===== src/rtl/spi_frame_loader.sv =====
// SPI frame loader: receives LEDS*3 RGB bytes over a mode-0 SPI link into a
// back buffer, then swaps it to the front for the NeoPixel driver once the
// driver is idle. A frame is accepted only if it is exactly LEDS*3 whole bytes.
module spi_frame_loader #(
  parameter int LEDS = 30,
  parameter int AW   = $clog2(LEDS * 3)
) (
  input  logic          i_clk,
  input  logic          i_rst_n,
  input  logic          i_spi_sck,
  input  logic          i_spi_cs_n,
  input  logic          i_spi_mosi,
  input  logic [AW-1:0] i_rd_addr,
  output logic [7:0]    o_rd_data,
  output logic          o_drv_start,
  input  logic          i_drv_busy,
  output logic          o_rx_active,
  output logic          o_frame_err,
  output logic          o_frame_drop
);

  localparam int NBYTES = LEDS * 3;
  // Byte counter must be able to hold NBYTES itself, not just NBYTES-1.
  localparam int CW = $clog2(NBYTES + 1);

  typedef enum logic [1:0] {
    ST_IDLE,
    ST_PENDING,
    ST_WAIT_BUSY
  } state_e;

  // Synchronizer chains; *_prev_q holds the previous synchronized value for
  // edge detection.
  logic sck_meta_q, sck_sync_q, sck_prev_q;
  logic cs_meta_q, cs_sync_q, cs_prev_q;
  logic mosi_meta_q, mosi_sync_q;

  // Control state.
  state_e        state_q, state_d;
  logic          rx_active_q, rx_active_d;
  logic          drop_pend_q, drop_pend_d;
  logic [2:0]    bit_cnt_q, bit_cnt_d;
  logic [CW-1:0] byte_cnt_q, byte_cnt_d;
  logic          overflow_q, overflow_d;
  logic [6:0]    shift_q, shift_d;
  logic          front_sel_q, front_sel_d;
  logic          drv_start_q, drv_start_d;
  logic          frame_err_q, frame_err_d;
  logic          frame_drop_q, frame_drop_d;
  logic [1:0]    settle_q, settle_d;
  logic          armed_q, armed_d;

  // Edge strobes and byte-write controls.
  logic          sck_rise, cs_fall, cs_rise;
  logic          bit_sample, byte_done, wr_en;
  logic [7:0]    rx_byte;
  logic [AW-1:0] wr_addr;

  // Two frame buffers; front_sel_q names the one the driver reads.
  logic [7:0] buf0 [NBYTES];
  logic [7:0] buf1 [NBYTES];

  // Bring the asynchronous SPI pins into the i_clk domain.
  always_ff @(posedge i_clk or negedge i_rst_n) begin
    if (!i_rst_n) begin
      sck_meta_q  <= 1'b0;
      sck_sync_q  <= 1'b0;
      sck_prev_q  <= 1'b0;
      cs_meta_q   <= 1'b1;
      cs_sync_q   <= 1'b1;
      cs_prev_q   <= 1'b1;
      mosi_meta_q <= 1'b0;
      mosi_sync_q <= 1'b0;
    end else begin
      // NOTE: non-blocking assignments make every flop sample the old value
      // of its predecessor, which is what turns this into a real shift chain.
      sck_meta_q  <= i_spi_sck;
      sck_sync_q  <= sck_meta_q;
      sck_prev_q  <= sck_sync_q;
      cs_meta_q   <= i_spi_cs_n;
      cs_sync_q   <= cs_meta_q;
      cs_prev_q   <= cs_sync_q;
      mosi_meta_q <= i_spi_mosi;
      mosi_sync_q <= mosi_meta_q;
    end
  end

  // Edge detection on the synchronized pins. A CS fall only counts once CS
  // has been seen high after reset, so a transaction that was already in
  // progress at reset release is never picked up halfway.
  always_comb begin
    sck_rise   = sck_sync_q & ~sck_prev_q;
    cs_fall    = ~cs_sync_q & cs_prev_q & armed_q;
    cs_rise    = cs_sync_q & ~cs_prev_q;
    bit_sample = sck_rise & rx_active_q & ~cs_sync_q;
    byte_done  = bit_sample & (bit_cnt_q == 3'd7);
    rx_byte    = {shift_q, mosi_sync_q};
    wr_en      = byte_done & (byte_cnt_q < CW'(NBYTES));
    wr_addr    = AW'(byte_cnt_q);
  end

  // Next-state logic for reception, frame validation and buffer swap.
  always_comb begin
    // NOTE: every signal gets a default before any branch, so no path through
    // this block leaves a value unassigned and no latch is inferred.
    state_d      = state_q;
    rx_active_d  = rx_active_q;
    drop_pend_d  = drop_pend_q;
    bit_cnt_d    = bit_cnt_q;
    byte_cnt_d   = byte_cnt_q;
    overflow_d   = overflow_q;
    shift_d      = shift_q;
    front_sel_d  = front_sel_q;
    drv_start_d  = 1'b0;
    frame_err_d  = 1'b0;
    frame_drop_d = 1'b0;
    settle_d     = {settle_q[0], 1'b1};
    // The CS synchronizer holds its reset value for two cycles; only trust
    // it after that.
    armed_d      = armed_q | (settle_q[1] & cs_sync_q);

    // Shift in one bit per SCK rising edge, MSB first.
    if (bit_sample) begin
      shift_d   = {shift_q[5:0], mosi_sync_q};
      bit_cnt_d = bit_cnt_q + 3'd1;
    end

    // Bytes past the end of the frame are counted as overflow, not stored.
    if (byte_done) begin
      if (byte_cnt_q < CW'(NBYTES)) begin
        byte_cnt_d = byte_cnt_q + CW'(1);
      end else begin
        overflow_d = 1'b1;
      end
    end

    // Start of a transaction: accept it only when no frame is outstanding.
    if (cs_fall) begin
      if (state_q == ST_IDLE) begin
        rx_active_d = 1'b1;
        bit_cnt_d   = 3'd0;
        byte_cnt_d  = '0;
        overflow_d  = 1'b0;
      end else begin
        drop_pend_d = 1'b1;
      end
    end

    // End of a transaction: validate an accepted one, report a dropped one.
    if (cs_rise) begin
      if (rx_active_q) begin
        rx_active_d = 1'b0;
        if ((byte_cnt_q == CW'(NBYTES)) && (bit_cnt_q == 3'd0) && !overflow_q) begin
          state_d = ST_PENDING;
        end else begin
          frame_err_d = 1'b1;
        end
      end
      if (drop_pend_q) begin
        drop_pend_d  = 1'b0;
        frame_drop_d = 1'b1;
      end
    end

    // Hand the completed frame to the driver once it is idle, then wait for
    // it to acknowledge by going busy.
    case (state_q)
      ST_PENDING: begin
        if (!i_drv_busy) begin
          front_sel_d = ~front_sel_q;
          drv_start_d = 1'b1;
          state_d     = ST_WAIT_BUSY;
        end
      end
      ST_WAIT_BUSY: begin
        if (i_drv_busy) begin
          state_d = ST_IDLE;
        end
      end
      default: ;
    endcase
  end

  // Control registers.
  always_ff @(posedge i_clk or negedge i_rst_n) begin
    if (!i_rst_n) begin
      state_q      <= ST_IDLE;
      rx_active_q  <= 1'b0;
      drop_pend_q  <= 1'b0;
      bit_cnt_q    <= 3'd0;
      byte_cnt_q   <= '0;
      overflow_q   <= 1'b0;
      shift_q      <= 7'd0;
      front_sel_q  <= 1'b0;
      drv_start_q  <= 1'b0;
      frame_err_q  <= 1'b0;
      frame_drop_q <= 1'b0;
      settle_q     <= 2'b00;
      armed_q      <= 1'b0;
    end else begin
      state_q      <= state_d;
      rx_active_q  <= rx_active_d;
      drop_pend_q  <= drop_pend_d;
      bit_cnt_q    <= bit_cnt_d;
      byte_cnt_q   <= byte_cnt_d;
      overflow_q   <= overflow_d;
      shift_q      <= shift_d;
      front_sel_q  <= front_sel_d;
      drv_start_q  <= drv_start_d;
      frame_err_q  <= frame_err_d;
      frame_drop_q <= frame_drop_d;
      settle_q     <= settle_d;
      armed_q      <= armed_d;
    end
  end

  // Received bytes always go to the back buffer (the one not selected).
  // NOTE: buffer storage has no reset; its contents are only meaningful after
  // a complete frame has been loaded and swapped in.
  always_ff @(posedge i_clk) begin
    if (wr_en) begin
      if (front_sel_q) begin
        buf0[wr_addr] <= rx_byte;
      end else begin
        buf1[wr_addr] <= rx_byte;
      end
    end
  end

  // Combinational front-buffer read port; out-of-range addresses read zero.
  always_comb begin
    o_rd_data = 8'h00;
    if (int'(i_rd_addr) < NBYTES) begin
      o_rd_data = front_sel_q ? buf1[i_rd_addr] : buf0[i_rd_addr];
    end
  end

  assign o_drv_start  = drv_start_q;
  assign o_rx_active  = rx_active_q;
  assign o_frame_err  = frame_err_q;
  assign o_frame_drop = frame_drop_q;

endmodule


===== config.mk =====
export PLATFORM = sky130hd
export DESIGN_NAME = spi_frame_loader
export DESIGN_NICKNAME = d
export VERILOG_FILES = /design/src/rtl/spi_frame_loader.sv
export SDC_FILE = /design/constraint.sdc
export NUM_CORES = 1
export LEC_CHECK = 0
export BUFFER_PORTS_ARGS = -buffer_cell sky130_fd_sc_hd__buf_2
export CELL_PAD_IN_SITES_DETAIL_PLACEMENT = 2
export CELL_PAD_IN_SITES_GLOBAL_PLACEMENT = 2
export CORE_MARGIN = 3
export CORE_UTILIZATION = 54
export CTS_CLUSTER_DIAMETER = 100
export CTS_CLUSTER_SIZE = 20
export DETAILED_ROUTE_END_ITERATION = 16
export GPL_TIMING_DRIVEN = 0
export PLACE_DENSITY = 0.92
export SYNTH_ARGS = -nofsm -noshare
export SYNTH_HDL_FRONTEND = slang
export SYNTH_SLANG_ARGS = --single-unit

===== constraint.sdc =====
create_clock -name i_clk -period 5.1 [get_ports i_clk]
set_clock_uncertainty 0.1 [all_clocks]
set_input_delay 0.255 -clock i_clk [delete_from_list [all_inputs] [get_ports i_clk]]
set_output_delay 0.255 -clock i_clk [all_outputs]
set_load 0.01 [all_outputs]

==> impl_metrics.json, run 1 <==
{
  "synth_edf_count": 1440,
  "error": "[ERROR DPL-0033] detailed placement checks failed during check placement.",
  "synth_area_um2": 57970,
  "synth_top_cell_area_share_pct": 74.59,
  "synth_commonest_cells": "edfxtp_1, mux4_2, nor2_1",
  "syn-instance-count": 2925,
  "synthDistinctLibCells": 56,
  "synth_area_leaders": "edfxtp_1, mux4_2, mux2i_1",
  "ys.warnings.count": 0,
  "ys_seq_area_share_pct": 76.19,
  "initial_utilization_pct": 54.76,
  "ys_seq_elements": 1477,
  "dp_hpwl_mm": 174.4,
  "lastStage": "detailed placement (3_5_place_dp)",
  "rows": 119,
  "synth_ff_type": "edfxtp_1",
  "dieHeight_um": 333.7,
  "ios": 25,
  "syn_area_per_cell_um2": 19.82,
  "synth_nets": 2946,
  "synth_top_cell_by_area": "edfxtp_1",
  "place_congestion": 0.9953,
  "status": "aborted with a tool error",
  "io_buffers": 21,
  "ys_async_sr_fraction_pct": 2.505,
  "die_w_um": 333.7,
  "synth.most_common_cell": "edfxtp_1"
}
-- metrics by stage --
step / setup slack (ps) / cell area (µm²) / hold WS (ps) / instances / TNS, ps
after floorplan: 2030 / 57970 / -140.6 / 2925 / 0
after global placement: -695.8 / 59820 / 232.1 / 4337 / -618230
-- cell families after synthesis --
kind of cell | after synthesis | synth area share (%)
xor gates and xnor gates | 5 | 0.07555
AOI/OAI and AO/OA | 267 | 3.777
other | 1 | 0.006468
muxes | 544 | 15.01
buffers and inverters | 201 | 1.653
DFF | 1477 | 76.19
adders and majority gates | 8 | 0.1727
and+or+nand+nor | 422 | 3.114
==> run 2: changes to the inputs <==
CELL_PAD_IN_SITES_DETAIL_PLACEMENT = not set   (was 2)
CELL_PAD_IN_SITES_GLOBAL_PLACEMENT = not set   (was 2)
CORE_UTILIZATION = 40   (was 54)
CTS_CLUSTER_DIAMETER = not set   (was 100)
CTS_CLUSTER_SIZE = not set   (was 20)
PLACE_DENSITY = not set   (was 0.92)
PLACE_DENSITY_LB_ADDON = 0.15   (was not set)
==> run 2 against run 1 <==
The flow now finishes, with violations (setup timing). Synthesized cell count stayed put. Synthesized area unchanged.
==> impl_metrics.json, run 2 <==
{
  "status": "finished, violations left",
  "violations": "setup timing",
  "dieHeight_um": 386.7,
  "synth.most_common_cell": "edfxtp_1",
  "grt_use_total_pct": 24.45,
  "synth_ff_type": "edfxtp_1",
  "place_congestion": 0.9317,
  "finalSetupViolCount": 1,
  "grt_pass1_wl_mm": 253.3,
  "antenna_left": 0,
  "clk_pin_slew_worst_paths_ps": 50,
  "fin_crit_ps": 5195,
  "firstDrtPassIters": 6,
  "nets": 3155,
  "synthDistinctLibCells": 56,
  "critPathRequiredTime_ps": 4740,
  "rsz0062_at_grt": "no",
  "worstPathMaxFanout": 10,
  "reg_top3": "buf0: 720 flops, buf1: 720 flops",
  "vias_per_cell": 6.011,
  "whs_ps": 69.75,
  "ys_seq_elements": 1477,
  "synth_commonest_cells": "edfxtp_1, mux4_2, nor2_1",
  "tightest_slew_ps": 1367,
  "dieArea_um2": 149500,
  "syn_area_per_cell_um2": 19.82,
  "final_cell_mix": "edfxtp_1, mux4_2, nor2_1",
  "post-route-period-util_pct": 101.9,
  "synth_nets": 2946,
  "ir_worst_vdd_mv": 0.3081,
  "place_area_um2": 60980,
  "drt_iter0_markers": 4239,
  "syn_to_final_growth_pct": 13.97,
  "ys_seq_area_share_pct": 76.19,
  "drc": 0,
  "fmax_ghz": 0.1925,
  "postCtsSetupBuffers": 0,
  "slew_violations": 0,
  "numCtsBuffers": 159,
  "ios": 25,
  "synth_top_cell_by_area": "edfxtp_1",
  "dp_hpwl_mm": 123.9,
  "postCtsHoldBufs": 8,
  "synth_area_leaders": "edfxtp_1, mux4_2, mux2i_1",
  "cts-root-buf": "clkbuf_16",
  "synth_area_um2": 57970,
  "timing.final.ws_setup_ps": -94.69,
  "power_mw": 25.30,
  "seqCellArea_um2": 44200,
  "slew_headroom_pct": 8.858,
  "hp-class": "in -> async",
  "leakage_nw": 17.83,
  "die_w_um": 386.7,
  "clock_sinks": 1477,
  "rows": 139,
  "overflow": 0,
  "ys_async_sr_fraction_pct": 2.505,
  "cts_tree": "done",
  "htreeDepth": 4,
  "cts_resized": 0,
  "clk_path_buf_depth": 3,
  "synth_edf_count": 1440,
  "ys.warnings.count": 0,
  "vias": 31020,
  "io_buffers": 21,
  "hold_viol": 0,
  "crit_arrival_ps": 4840,
  "multi_input_area_um2": 12850,
  "endpoint_kind": "output pin",
  "grt_start_max_net_pins": 87,
  "n_fill_cell": 12060,
  "grt_pass1_vias": 31470,
  "antenna_found_initial": 6,
  "p_per_area_nw_per_um2": 382.9,
  "maxCapViolCount": 0,
  "final_area_um2": 66070,
  "syn-instance-count": 2925,
  "mostFrequentLayoutCell": "edfxtp_1",
  "tns_ps": -94.69,
  "initial_utilization_pct": 40.31,
  "wl_per_cell_um": 35.63,
  "drive_above_1_share_pct": 22.29,
  "synth_top_cell_area_share_pct": 74.59,
  "cp-start-kind": "primary input",
  "insertion_delay_ps": 770,
  "core_area_um2": 143800,
  "critical_path_class": "in -> out",
  "drt_wl_total_mm": 183.9
}
==> run 2: cells by family (layout without fill, tap and decap cells) <==
| group | count (synthesis) | after routing | synth area share [%] |
|---|---|---|---|
| buffers and inverters | 201 | 533 | 1.653 |
| other | 1 | 2 | 0.006468 |
| xor gates and xnor gates | 5 | 5 | 0.07555 |
| and+or+nand+nor | 422 | 422 | 3.114 |
| AOI/OAI and AO/OA | 267 | 267 | 3.777 |
| muxes | 544 | 544 | 15.01 |
| adders and majority gates | 8 | 8 | 0.1727 |
| DFF | 1477 | 1477 | 76.19 |
==> run 2: critical path: stages <==
cell and delay [ps]:
clkbuf_1 360, clkinv_1 370, clkbuf_1 1010, clkbuf_1 740, o221ai_1 400, a311oi_1 870, a22oi_1 530, buf_2 280
==> run 2: where the power goes <==
group | total [mW] | internal, mW | switching (mW) | leakage (nW)
combinational | 0.915 | 0.261 | 0.654 | 4.66
sequential | 13.2 | 13.1 | 0.0129 | 10.7
clock | 11.2 | 6.57 | 4.66 | 2.43
==> run 2: area by class of cell <==
class | instances | share of cell area [%]
Antenna cell | 1 | 0.003787
Inverter | 11 | 0.06249
Clock buffer | 203 | 6.433
Clock inverter | 81 | 1.144
Timing Repair Buffer | 48 | 0.9979
Sequential cell | 1477 | 66.90
Buffer | 190 | 1.405
Tap cell | 1903 | 3.604
Multi-Input combinational cell | 1247 | 19.45
==> run 2: per-stage QoR <==
| stage | utilization, % | cells | setup WS [ps] |
|---|---|---|---|
| finish | 45.94 | 5161 | -94.69 |
| CTS | 45.94 | 5160 | 159.0 |
| global placement | 42.04 | 4849 | -1340 |
| detailed placement | 42.40 | 4868 | 160.1 |
| floorplan | - | 2925 | 2030 |
| global route | 45.94 | 5160 | 38.34 |
==> run 2: metal layers <==
| layer | track usage [%] | wire length (µm) | up-vias |
|---|---|---|---|
| li1 | - | - | 12460 |
| met1 | 33.53 | 74520 | 16630 |
| met2 | 38.41 | 85460 | 1577 |
| met3 | 5.626 | 16820 | 353 |
| met4 | 8.865 | 7088 | 2 |
| met5 | 0 | 13 | - |
==> run 2: worst paths after layout <==
path	end	start	slack, ps	cells after the start
setup / recovery	o_rd_data[3]	i_rd_addr[3]	-90	8
hold / removal	settle_q[0]	i_rst_n	70	2
setup reg to reg	buf1[68][6]	byte_cnt_q[1]	930	7
hold reg to reg	mosi_sync_q	mosi_meta_q	250	0
max in group asynchronous	shift_q[6]	i_rst_n	4160	2
min in group i_clk	mosi_sync_q	mosi_meta_q	250	0
Note: power is estimated with default switching activity, not from simulation.
